<file path="src/rtl/clock_period_meter.sv">
// Measures the period and high time of a slow, asynchronous clock in clk_i cycles.
// Completed measurements are handed off over valid/ready; overrun and timeout flags are sticky.
module clock_period_meter #(
  parameter int CntWidth   = 16,
  parameter int SyncStages = 2
) (
  input  logic                clk_i,
  input  logic                rst_i,
  input  logic                slow_clk_i,
  input  logic                en_i,
  output logic                tick_o,
  output logic [CntWidth-1:0] period_o,
  output logic [CntWidth-1:0] high_o,
  output logic                valid_o,
  input  logic                ready_i,
  output logic                overrun_o,
  output logic                timeout_o
);

  localparam logic [CntWidth-1:0] CntOne = CntWidth'(1);
  localparam logic [CntWidth-1:0] CntMax = '1;

  typedef enum logic [1:0] {IDLE, ARM, MEASURE} state_t;

  state_t                r_state;
  state_t                w_state_nxt;
  logic [SyncStages-1:0] r_sync;
  logic                  r_prev;
  logic                  r_tick;
  logic [CntWidth-1:0]   r_cnt;
  logic [CntWidth-1:0]   r_high_q;
  logic                  r_fall_seen;
  logic [CntWidth-1:0]   r_period;
  logic [CntWidth-1:0]   r_high;
  logic                  r_valid;
  logic                  r_overrun;
  logic                  r_timeout;

  logic w_sync;
  logic w_rise;
  logic w_fall;
  logic w_at_max;
  logic w_cnt_start;
  logic w_cnt_inc;
  logic w_load;
  logic w_fall_cap;
  logic w_timeout;

  assign w_sync   = r_sync[SyncStages-1];
  assign w_rise   = w_sync & ~r_prev;
  assign w_fall   = ~w_sync & r_prev;
  assign w_at_max = (r_cnt == CntMax);

  always_ff @(posedge clk_i) begin
    if (rst_i) begin
      r_state <= IDLE;
    end else begin
      r_state <= w_state_nxt;
    end
  end

  // Disabling always wins; a rise on the saturating cycle still closes the period.
  always_comb begin
    w_state_nxt = r_state;
    if (!en_i) begin
      w_state_nxt = IDLE;
    end else begin
      case (r_state)
        IDLE:    w_state_nxt = ARM;
        ARM:     if (w_rise) w_state_nxt = MEASURE;
        MEASURE: if (!w_rise && w_at_max) w_state_nxt = ARM;
        default: w_state_nxt = IDLE;
      endcase
    end
  end

  always_comb begin
    w_cnt_start = 1'b0;
    w_cnt_inc   = 1'b0;
    w_load      = 1'b0;
    w_fall_cap  = 1'b0;
    w_timeout   = 1'b0;
    if (en_i && (r_state == ARM || r_state == MEASURE)) begin
      if (w_rise) begin
        w_cnt_start = 1'b1;
        w_load      = (r_state == MEASURE);
      end else if (w_at_max) begin
        w_timeout = 1'b1;
      end else begin
        w_cnt_inc  = 1'b1;
        w_fall_cap = w_fall && (r_state == MEASURE);
      end
    end
  end

  always_ff @(posedge clk_i) begin
    if (rst_i) begin
      r_sync      <= '0;
      r_prev      <= 1'b0;
      r_tick      <= 1'b0;
      r_cnt       <= '0;
      r_high_q    <= '0;
      r_fall_seen <= 1'b0;
      r_period    <= '0;
      r_high      <= '0;
      r_valid     <= 1'b0;
      r_overrun   <= 1'b0;
      r_timeout   <= 1'b0;
    end else begin
      r_sync <= {r_sync[SyncStages-2:0], slow_clk_i};
      r_prev <= w_sync;
      r_tick <= w_rise;

      // Counter is cleared in IDLE, on timeout and when disabled; it never wraps.
      if (w_cnt_start) begin
        r_cnt <= CntOne;
      end else if (w_cnt_inc) begin
        r_cnt <= r_cnt + CntOne;
      end else begin
        r_cnt <= '0;
      end

      if (w_cnt_start) begin
        r_fall_seen <= 1'b0;
      end else if (w_fall_cap) begin
        r_fall_seen <= 1'b1;
      end
      if (w_fall_cap) begin
        r_high_q <= r_cnt;
      end

      if (w_load) begin
        r_period <= r_cnt;
        r_high   <= r_fall_seen ? r_high_q : r_cnt;
      end

      if (w_load) begin
        r_valid <= 1'b1;
      end else if (r_valid && ready_i) begin
        r_valid <= 1'b0;
      end

      if (!en_i) begin
        r_overrun <= 1'b0;
      end else if (w_load && r_valid && !ready_i) begin
        r_overrun <= 1'b1;
      end

      if (!en_i) begin
        r_timeout <= 1'b0;
      end else if (w_timeout) begin
        r_timeout <= 1'b1;
      end
    end
  end

  assign tick_o    = r_tick;
  assign period_o  = r_period;
  assign high_o    = r_high;
  assign valid_o   = r_valid;
  assign overrun_o = r_overrun;
  assign timeout_o = r_timeout;

endmodule

</file>
<file path="config.mk">
export PLATFORM = sky130hd
export DESIGN_NAME = clock_period_meter
export DESIGN_NICKNAME = d
export VERILOG_FILES = /design/src/rtl/clock_period_meter.sv
export SDC_FILE = /design/constraint.sdc
export NUM_CORES = 1
export LEC_CHECK = 0
export CORE_UTILIZATION = 25
export DETAILED_ROUTE_END_ITERATION = 12
export DONT_BUFFER_PORTS = 1
export GPL_ROUTABILITY_DRIVEN = 0
export MAX_ROUTING_LAYER = met4
export SETUP_SLACK_MARGIN = 0.2
export SYNTH_ARGS = -nofsm -noshare
export SYNTH_HDL_FRONTEND = slang
export SYNTH_SLANG_ARGS = --single-unit
</file>
<file path="constraint.sdc">
create_clock -name clk_i -period 1.96 [get_ports clk_i]
set_clock_uncertainty 0.15 [all_clocks]
set_input_delay 0.392 -clock clk_i [delete_from_list [all_inputs] [get_ports clk_i]]
set_output_delay 0.392 -clock clk_i [all_outputs]
set_load 0.005 [all_outputs]
</file>
## After elaboration in Yosys (flattened, before gate mapping)

Index checks and enable logic that the tools add are counted.

- Flip-flop bits (word level): 74
- Latch bits: 0
- RAM bits: 0
- Memory bits (read-only): 0
- Output and inout bits: 36
- Logic and storage cells: 61
- Memories kept: 0

- Add/subtract/negate cells: 1
- Multipliers: 0
- Divide/modulo/power cells: 0
- Order comparisons: 0
- Eq/ne operators: 5
- Shift-type cells: 0
- Muxes and demuxes: 21
- Bitwise operators: 6
- Reduce and logical (&&, ||, !) cells: 15

Operators by type and width:

| cell | number |
|---|---|
| 2-to-1 mux 1 bit | 17 |
| adder 16 x 1 -> 16 bit (second input constant) | 1 |
| equality test 16 bit (second input constant) | 1 |
| 2-to-1 mux 16 bit | 1 |
| logical AND 1 bit | 6 |
| one-hot mux 2 bit (3 select lines) | 1 |
| 2-to-1 mux 2 bit | 2 |
| != test 2 bit (second input constant) | 2 |
| NOT 1 bit | 4 |
| OR reduction 2 bit | 2 |
| OR reduction 3 bit | 1 |
| AND 1 bit | 2 |
| equality test 2 x 1 -> 1 bit (second input constant) | 1 |
| equality test 2 bit (second input constant) | 1 |
| logical NOT 1 bit | 2 |
| logical NOT 2 bit | 1 |
| AND reduction 2 bit | 1 |
| nonzero test 2 bit | 1 |
| logical OR 1 bit | 1 |

## Longest topological paths before layout

Gate-level depths: netlist of run 1.

- Depth in word-level cells: 6
- Mapped depth: 8
- Depth with buffers taken out: 6

## Worst setup path after synthesis of run 1

OpenSTA, ideal clock, no wires.

- Kind: flip-flop to flip-flop
- Start: reg r_cnt[0]
- End: reg r_fall_seen
- Library setup time: 0.115 ns
- Arrival: 1.722 ns
- Data required time: 1.695 ns
- Slack: -0.027 ns
- Stages on the path, launching flop included: 8
- Path buffers: 2
- Period minus slack after synthesis: 1.987 ns
- Path through: dfxtp_1 > ha_1 > nand4_4 > nor4_4 > nor4b_1 > buf_6 > buf_8 > o21a_1

- Longest elaborated chain between the ends: 4

RTL lines:

| item | RTL line | RTL |
|---|---|---|
| start: declaration | 30 | `logic [CntWidth-1:0] r_cnt;` |
| start signal: assignment | 116 | `r_cnt <= CntOne;` |
| start signal: assignment | 118 | `r_cnt <= r_cnt + CntOne;` |
| equality test 16 bit | 52 | `assign w_at_max = (r_cnt == CntMax);` |
| 2-to-1 mux 1 bit | 87 | `end else if (w_at_max) begin` |
| 2-to-1 mux 1 bit | 84 | `if (w_rise) begin` |
| 2-to-1 mux 1 bit | 83 | `if (en_i && (r_state == ARM \|\| r_state == MEASURE)) begin` |
| end signal: assignment | 103 | `r_fall_seen <= 1'b0;` |
| end signal: assignment | 124 | `r_fall_seen <= 1'b0;` |
| end signal: assignment | 126 | `r_fall_seen <= 1'b1;` |
| end: declaration | 32 | `logic r_fall_seen;` |

No other way between the ends.
A chain may end at the register's enable or synchronous reset.

## Worst setup path after layout of run 1

- Start: reg r_cnt[1]
- End: reg r_high_q[8]

- Longest elaborated chain between the ends: 4

RTL lines:

| item | RTL line | RTL |
|---|---|---|
| equality test 16 bit | 52 |  |
| 2-to-1 mux 1 bit | 87 |  |
| 2-to-1 mux 1 bit | 84 |  |
| 2-to-1 mux 1 bit | 83 |  |
| end signal: assignment | 129 | `r_high_q <= r_cnt;` |
| end: declaration | 31 | `logic [CntWidth-1:0] r_high_q;` |

No other way between the ends.

==> insert_results.sql, run 1 <==
INSERT INTO impl_metrics (metric_group, metric, value, unit) VALUES
('yosys', 'synth.yosys.seq_area_share', '47.6', '%'),
('timing', 'timing.final.hold_violations', '0', ''),
('grt', 'grt_pass1_wl', '12000', 'um'),
('power', 'p_switching', '663', 'uW'),
('yosys', 'async_set_reset_flop_share_out_of_synthesis', '0', '%'),
('worst_setup_path', 'timing.critical_path.from_type', 'register', ''),
('yosys', 'yosys.cell_count.top_type', 'sky130_fd_sc_hd__dfxtp_1', ''),
('grt', 'antenna_found_initial', '0', ''),
('worst_setup_path', 'setup.reg_to_reg.worst_slack', '0.16', 'ns'),
('yosys', 'synth-warning-count', '0', ''),
('worst_setup_path', 'required_time_at_the_worst_slack_endpoint', '2.07', 'ns'),
('layout', 'area_growth', '32.9', '%'),
('cts', 'cts_htree_levels', '3', ''),
('route', 'drt_pre_antenna_iters', '4', ''),
('power', 'switching_share', '19.8', '%'),
('cts', 'clock_sink_count', '74', ''),
('route', 'detail_route.drc_violations', '0', ''),
('worst_setup_path', 'launch_instance_of_the_worst_register_to_register_path', 'r_cnt[1]', ''),
('yosys', 'post_synth.cell_area_avg', '9.21', 'sq um'),
('yosys', 'yosys_most_used_dff', 'sky130_fd_sc_hd__dfxtp_1', ''),
('worst_setup_path', 'timing.setup.critical_path_class', 'register to register', ''),
('yosys', 'synth-seq-cells', '74', ''),
('route', 'via_count', '2358', ''),
('timing', 'timing.final.crit_period', '1.80', 'ns'),
('yosys', 'synthDistinctLibCells', '33', ''),
('cts', 'cts_root_buffer', 'sky130_fd_sc_hd__clkbuf_16', ''),
('layout', 'layout-drive-gt1-share', '25.1', '%'),
('layout', 'seq_area', '1490', 'sq um'),
('power', 'share_of_total_power_in_the_clock_network', '52.6', '%'),
('layout', 'final_cell_count_no_fill', '539', ''),
('worst_setup_path', 'worst_setup_path_end_kind', 'register', ''),
('timing', 'tightest_slew', '0.419', 'ns'),
('outcome', 'run_status', 'completed', ''),
('yosys', 'synth_area_leader_cell', 'sky130_fd_sc_hd__dfxtp_1', ''),
('placement', 'place.detailed.instances', '507', ''),
('worst_setup_path', 'timing.critical_path.from', 'r_cnt[1]', ''),
('yosys', 'syn-instance-count', '338', ''),
('hold_path', 'hold_path_startpoint', 'slow_clk_i', ''),
('cts', 'cts-buffers-inserted', '9', ''),
('yosys', 'yosys-top-cells-count', '74 x sky130_fd_sc_hd__dfxtp_1, 40 x sky130_fd_sc_hd__nor2_1, 39 x sky130_fd_sc_hd__nand2_1', ''),
('timing', 'worst_hold_slack', '0.0511', 'ns'),
('route', 'route.final.wire_length', '7590', 'um'),
('route', 'postRouteAntennaNets', '0', ''),
('worst_setup_path', 'worstPathMaxFanout', '8', ''),
('layout', 'num_antenna_cells', '0', ''),
('yosys', 'synth-edff-count', '0', ''),
('power', 'p_leak', '0.00131', 'uW'),
('grt', 'maximum_number_of_pins_on_one_net_before_global_route_repair', '38', ''),
('floorplan', 'die_w', '114', 'um'),
('layout', 'n_fill_cell', '1196', ''),
('power', 'combinationalPowerShare', '2.2', '%'),
('worst_setup_path', 'crit_path_arrival_time', '1.91', 'ns'),
('cts', 'ctsLongestPathBuffers', '2', ''),
('floorplan', 'initial_utilization', '25.8', '%'),
('floorplan', 'placeableCoreArea', '12100', 'sq um'),
('power', 'share_seq_of_total_power', '45.2', '%'),
('cts', 'skew_pair_late_insertion_delay', '0.33', 'ns'),
('yosys', 'postSynthNetCount', '347', ''),
('hold_path', 'hold_class', 'input pin to register', ''),
('timing', 'grt_setup_unrepaired', 'true', ''),
('floorplan', 'design.die.area', '12900', 'sq um'),
('grt', 'grt_pass1_vias', '2258', ''),
('layout', 'final_core_utilization', '34.3', '%'),
('flow_run', 'cap_violations', '0', ''),
('route', 'routed_len_inst', '14.1', 'um'),
('grt', 'grt-ovfl-total', '0', ''),
('placement', 'dp.final_hpwl', '4690', 'um'),
('timing', 'max_clock_freq', '556', 'MHz'),
('yosys', 'post_synth_main_area_contributors', 'sky130_fd_sc_hd__dfxtp_1 48%, sky130_fd_sc_hd__mux2i_1 10%, sky130_fd_sc_hd__nand2b_1 6.4%', ''),
('layout', 'final_nets', '376', ''),
('floorplan', 'placement_rows', '40', '');
placed cells by master, fill, tap and decap left out, types with 2 or more instances in the layout:
cell type / Yosys / final
sky130_fd_sc_hd__nor2_1: 40 / 28
sky130_fd_sc_hd__o21a_1: 3 / 3
sky130_fd_sc_hd__a211oi_2: 0 / 2
sky130_fd_sc_hd__nor2_4: 0 / 11
sky130_fd_sc_hd__buf_6: 1 / 2
sky130_fd_sc_hd__bufinv_16: 0 / 2
sky130_fd_sc_hd__xor2_1: 2 / 2
sky130_fd_sc_hd__inv_1: 5 / 3
sky130_fd_sc_hd__o21ai_0: 2 / 2
sky130_fd_sc_hd__nand4_4: 2 / 2
sky130_fd_sc_hd__nand4_1: 2 / 2
sky130_fd_sc_hd__nor3_1: 4 / 4
sky130_fd_sc_hd__xnor2_1: 12 / 12
sky130_fd_sc_hd__inv_2: 0 / 2
sky130_fd_sc_hd__nor4_1: 4 / 3
sky130_fd_sc_hd__ha_4: 0 / 2
sky130_fd_sc_hd__dfxtp_1: 74 / 67
sky130_fd_sc_hd__buf_12: 0 / 5
sky130_fd_sc_hd__buf_4: 0 / 32
sky130_fd_sc_hd__clkinv_2: 0 / 2
sky130_fd_sc_hd__a21oi_1: 19 / 19
sky130_fd_sc_hd__nor2b_1: 5 / 5
sky130_fd_sc_hd__a211oi_1: 16 / 14
sky130_fd_sc_hd__nand2b_1: 32 / 32
sky130_fd_sc_hd__or2b_1: 2 / 2
sky130_fd_sc_hd__dfxtp_2: 0 / 7
sky130_fd_sc_hd__clkbuf_16: 0 / 12
sky130_fd_sc_hd__nand3_1: 7 / 5
sky130_fd_sc_hd__mux2i_1: 32 / 32
sky130_fd_sc_hd__nand2_1: 39 / 39
registers in the layout, summed over array words and instances (netlist names):
signal       flops
high_o          16
tick_o           1
r_sync           2
r_cnt           16
valid_o          1
period_o        16
r_high_q        16
r_prev           1
r_fall_seen      1
r_state          2
overrun_o        1
timeout_o        1
metal layers:
metal  global-route usage (%)  part of all wire (%)  wire, um  vias to the layer above
li1                         -                     -         -                     1195
met1                     16.1                    48      3620                     1083
met2                     17.7                    44      3350                       70
met3                     3.77                   6.7       507                       10
met4                     6.23                   1.5       113                        0
met5                        -                     0         0                        -
power groups by stage:
| stage | registers, uW | logic [uW] | clock network, uW |
|---|---|---|---|
| final | 1510 | 74.4 | 1760 |
| after CTS | 1510 | 66.6 | 1800 |
| after global placement | 1550 | 38.7 | 0 |
| after global routing | 1510 | 79.0 | 1880 |
| after floorplan | 1550 | 43.8 | 0 |
| after detailed placement | 1550 | 40.9 | 0 |
timing repair:
item	in CTS	in global routing
hold buffers	1	0
gates resized for setup	14	32
gates cloned	1	2
setup buffers	8	5
pin swaps	5	17
endpoints found under the hold margin	37	0
setup endpoints to repair	54	61
stage by stage:
step                cell area (sq um)  total power [uW]  TNS [ns]  worst slack (ns)
floorplan                        3140              1590         0             0.167
global placement                 3460              1590         0            0.0571
detailed placement               3460              1590   -0.0650           -0.0331
CTS                              3940              3380         0            0.0783
global route                     4140              3470         0            0.0800
finish                           4140              3350         0             0.160
layout make-up:
cell class	instances	share of cell area [%]
clock buffer	10	5.78
clock inverter	5	1.91
inverter	5	0.454
multi-input combinational	235	40.2
sequential	74	36.0
tap	168	5.08
timing repair buffer	42	10.6
cell families after synthesis:
kind of cell    share of synthesized area (%)
compound gates                           8.77
xor+xnor                                 3.94
fa+ha+maj                                1.61
buf+inv                                  4.42
flops                                    47.6
mux                                      10.3
simple gates                             23.4
worst paths after layout:
kind | end | cells past startpoint
setup / recovery | r_high_q[8] | 8
hold / removal | r_sync[0] | 1
setup reg to reg | r_high_q[8] | 8
hold reg to reg | r_sync[1] | 1
worst max-delay path, cell delays in order, from the launching register on:
cell	delay (ns)
sky130_fd_sc_hd__dfxtp_2	0.33
sky130_fd_sc_hd__ha_4	0.17
sky130_fd_sc_hd__nand4_4	0.07
sky130_fd_sc_hd__nor4_4	0.04
sky130_fd_sc_hd__buf_4	0.15
sky130_fd_sc_hd__nor4b_4	0.30
sky130_fd_sc_hd__buf_4	0.18
sky130_fd_sc_hd__buf_12	0.14
sky130_fd_sc_hd__mux2i_1	0.20
Note: power is estimated with default switching activity, not from simulation.
==> run 2: changes to the inputs <==
- CAP_MARGIN: unset -> 20
==> results of run 2 <==
The final DEF is identical to that of run 1; final timing and power are the same.
==> run 3: changes to the inputs <==
- MAX_ROUTING_LAYER: met4 -> unset
==> insert_results.sql, run 3 (synthesis results as in run 1) <==
INSERT INTO impl_metrics (metric_group, metric, value, unit) VALUES
('timing', 'max_clock_freq', '562', 'MHz'),
('layout', 'layout_common_cells', '67 x sky130_fd_sc_hd__dfxtp_1, 39 x sky130_fd_sc_hd__nand2_1, 33 x sky130_fd_sc_hd__buf_4', ''),
('timing', 'timing.final.crit_share', '90.8', '%'),
('route', 'drt_pre_antenna_iters', '4', ''),
('worst_setup_path', 'timing.critical_path.from_type', 'register', ''),
('floorplan', 'placeableCoreArea', '12100', 'sq um'),
('floorplan', 'initial_utilization', '25.8', '%'),
('layout', 'layout-drive-gt1-share', '25.3', '%'),
('timing', 'final_number_of_setup_violating_endpoints', '0', ''),
('worst_setup_path', 'required_time_at_the_worst_slack_endpoint', '2.07', 'ns'),
('worst_setup_path', 'timing.setup.critical_path_class', 'register to register', ''),
('layout', 'final_nets', '377', ''),
('cts', 'ctsLongestPathBuffers', '2', ''),
('power', 'combinationalPowerShare', '2.2', '%'),
('cts', 'cts.reportedPaths.clkPinSlew', '0.06', 'ns'),
('grt', 'grt_pass1_vias', '2267', ''),
('route', 'detail_route.drc_violations', '0', ''),
('layout', 'mostFrequentLayoutCell', 'sky130_fd_sc_hd__dfxtp_1', ''),
('timing', 'tightest_slew', '0.409', 'ns'),
('floorplan', 'placement_rows', '40', ''),
('timing', 'final-max-slew-violation-count', '0', ''),
('power', 'power-per-cell-area', '808', 'nW/um^2'),
('route', 'avgViaCountPerCell', '4.41', ''),
('power', 'share_seq_of_total_power', '45.2', '%'),
('layout', 'num_antenna_cells', '0', ''),
('worst_setup_path', 'worst_path_dominant_cell_family', 'buffers and inverters', ''),
('worst_setup_path', 'cp_slowest_cell', 'sky130_fd_sc_hd__dfxtp_2', ''),
('timing', 'grt_setup_unrepaired', 'true', ''),
('power', 'switching_share', '19.8', '%'),
('floorplan', 'die_w', '114', 'um'),
('cts', 'skew_pair_late_insertion_delay', '0.33', 'ns'),
('placement', 'place.detailed.instances', '507', ''),
('grt', 'antenna_found_initial', '0', ''),
('flow_run', 'cap_violations', '0', ''),
('worst_setup_path', 'worst_setup_path_end_kind', 'register', ''),
('power', 'p_leak', '0.00131', 'uW'),
('grt', 'grt-ovfl-total', '0', ''),
('placement', 'count_of_buffers_inserted_at_the_top_level_ports', '0', ''),
('power', 'internal_power', '2690', 'uW'),
('worst_setup_path', 'worstPathBufferInverterCount', '3', ''),
('route', 'postRouteAntennaNets', '0', ''),
('cts', 'cts-buffers-inserted', '9', ''),
('worst_setup_path', 'crit_path_cell_trace', 'ha_4 -> nand4_4 -> nor4_4 -> buf_4 -> nor4b_4 -> buf_4 -> buf_12 -> mux2i_1', ''),
('power', 'irDropWorstVdd', '0.396', 'mV'),
('cts', 'cts_root_buffer', 'sky130_fd_sc_hd__clkbuf_16', ''),
('timing', 'maxSlewHeadroom', '72.8', '%'),
('grt', 'grt_pass1_wl', '12000', 'um'),
('power', 'share_of_total_power_in_the_clock_network', '52.6', '%'),
('power', 'finalPower', '3350', 'uW'),
('timing', 'timing.setup.tns', '0', 'ns'),
('layout', 'final_cell_count_no_fill', '540', ''),
('timing', 'timing.final.crit_period', '1.78', 'ns'),
('grt', 'maximum_number_of_pins_on_one_net_before_global_route_repair', '38', ''),
('floorplan', 'num_io_pins', '41', ''),
('outcome', 'run_status', 'completed', ''),
('layout', 'final_core_utilization', '34.4', '%'),
('floorplan', 'die_height', '114', 'um'),
('cts', 'clock_tree_from_tritoncts', 'yes', ''),
('worst_setup_path', 'worstPathMaxFanout', '8', ''),
('timing', 'timing.final.hold_violations', '0', ''),
('power', 'p_switching', '663', 'uW'),
('worst_setup_path', 'crit_path_arrival_time', '1.89', 'ns'),
('cts', 'clock_sink_count', '74', ''),
('worst_setup_path', 'cpMostUsedCell', 'sky130_fd_sc_hd__buf_4', ''),
('worst_setup_path', 'cp_slowest_stage_delay', '0.33', 'ns'),
('cts', 'cts_htree_levels', '3', ''),
('route', 'routed_len_inst', '14.1', 'um'),
('floorplan', 'design.die.area', '12900', 'sq um'),
('route', 'drt_first_iter_violations', '65', ''),
('route', 'via_count', '2382', ''),
('layout', 'area_growth', '33.2', '%'),
('hold_path', 'hold_class', 'input pin to register', ''),
('grt', 'grt.total_usage', '12.1', '%'),
('route', 'route.final.wire_length', '7600', 'um'),
('placement', 'dp.final_hpwl', '4690', 'um');
run 3: cell count changes in the layout (fill, tap and decap cells not counted):
cell                    previous run  this run
sky130_fd_sc_hd__buf_4            32        33
run 3: stage by stage:
step,cell area (sq um),setup WS (ns),hold slack [ns]
6_report,4140,0.180,0.0490
5_1_grt,4140,0.0794,0.0648
4_1_cts,3940,0.0783,0.0432
3_5_place_dp,3460,-0.0331,0.299
3_3_place_gp,3460,0.0571,0.295
2_1_floorplan,3140,0.167,0.264
run 3: power groups by stage:
stage | Clock (uW) | Sequential (uW) | Combinational, uW
after CTS | 1800 | 1510 | 66.6
after detailed placement | 0 | 1550 | 40.9
after global routing | 1870 | 1510 | 79.0
after floorplan | 0 | 1550 | 43.8
final | 1760 | 1510 | 74.4
after global placement | 0 | 1550 | 38.7
run 3: path summary, 6_finish.rpt:
check | endpoint | start | depth (start not counted) | slack, ns
worst max-delay path | r_high_q[8] | r_cnt[0] | 8 | 0.18
worst min-delay path | r_sync[0] | slow_clk_i | 1 | 0.05
worst max register to register | r_high_q[8] | r_cnt[0] | 8 | 0.18
worst min register to register | r_sync[1] | r_sync[0] | 1 | 0.30
run 3: cell type report:
cell class	instances	area, sq um
clock buffer	10	239
clock inverter	5	78.8
fill	1197	7920
inverter	5	18.8
multi-input combinational	235	1660
sequential	74	1490
tap	168	210
timing repair buffer	43	445
run 3: routing by layer:
layer  vias to the layer above  global-route usage, %  part of all wire, %
li1                       1194                      -                    -
met1                      1115                   15.7                   48
met2                        59                   17.7                   44
met3                        14                   4.04                  6.5
met4                         0                   6.23                  2.1
met5                         -                      0                    0
run 3: timing repair:
action,4_1_cts,5_1_grt
endpoints found under the hold margin,37,0
setup buffers,8,6
setup endpoints to repair,54,61
hold buffers,1,0
pin swaps,5,17
gates cloned,1,2
resized for setup,14,32
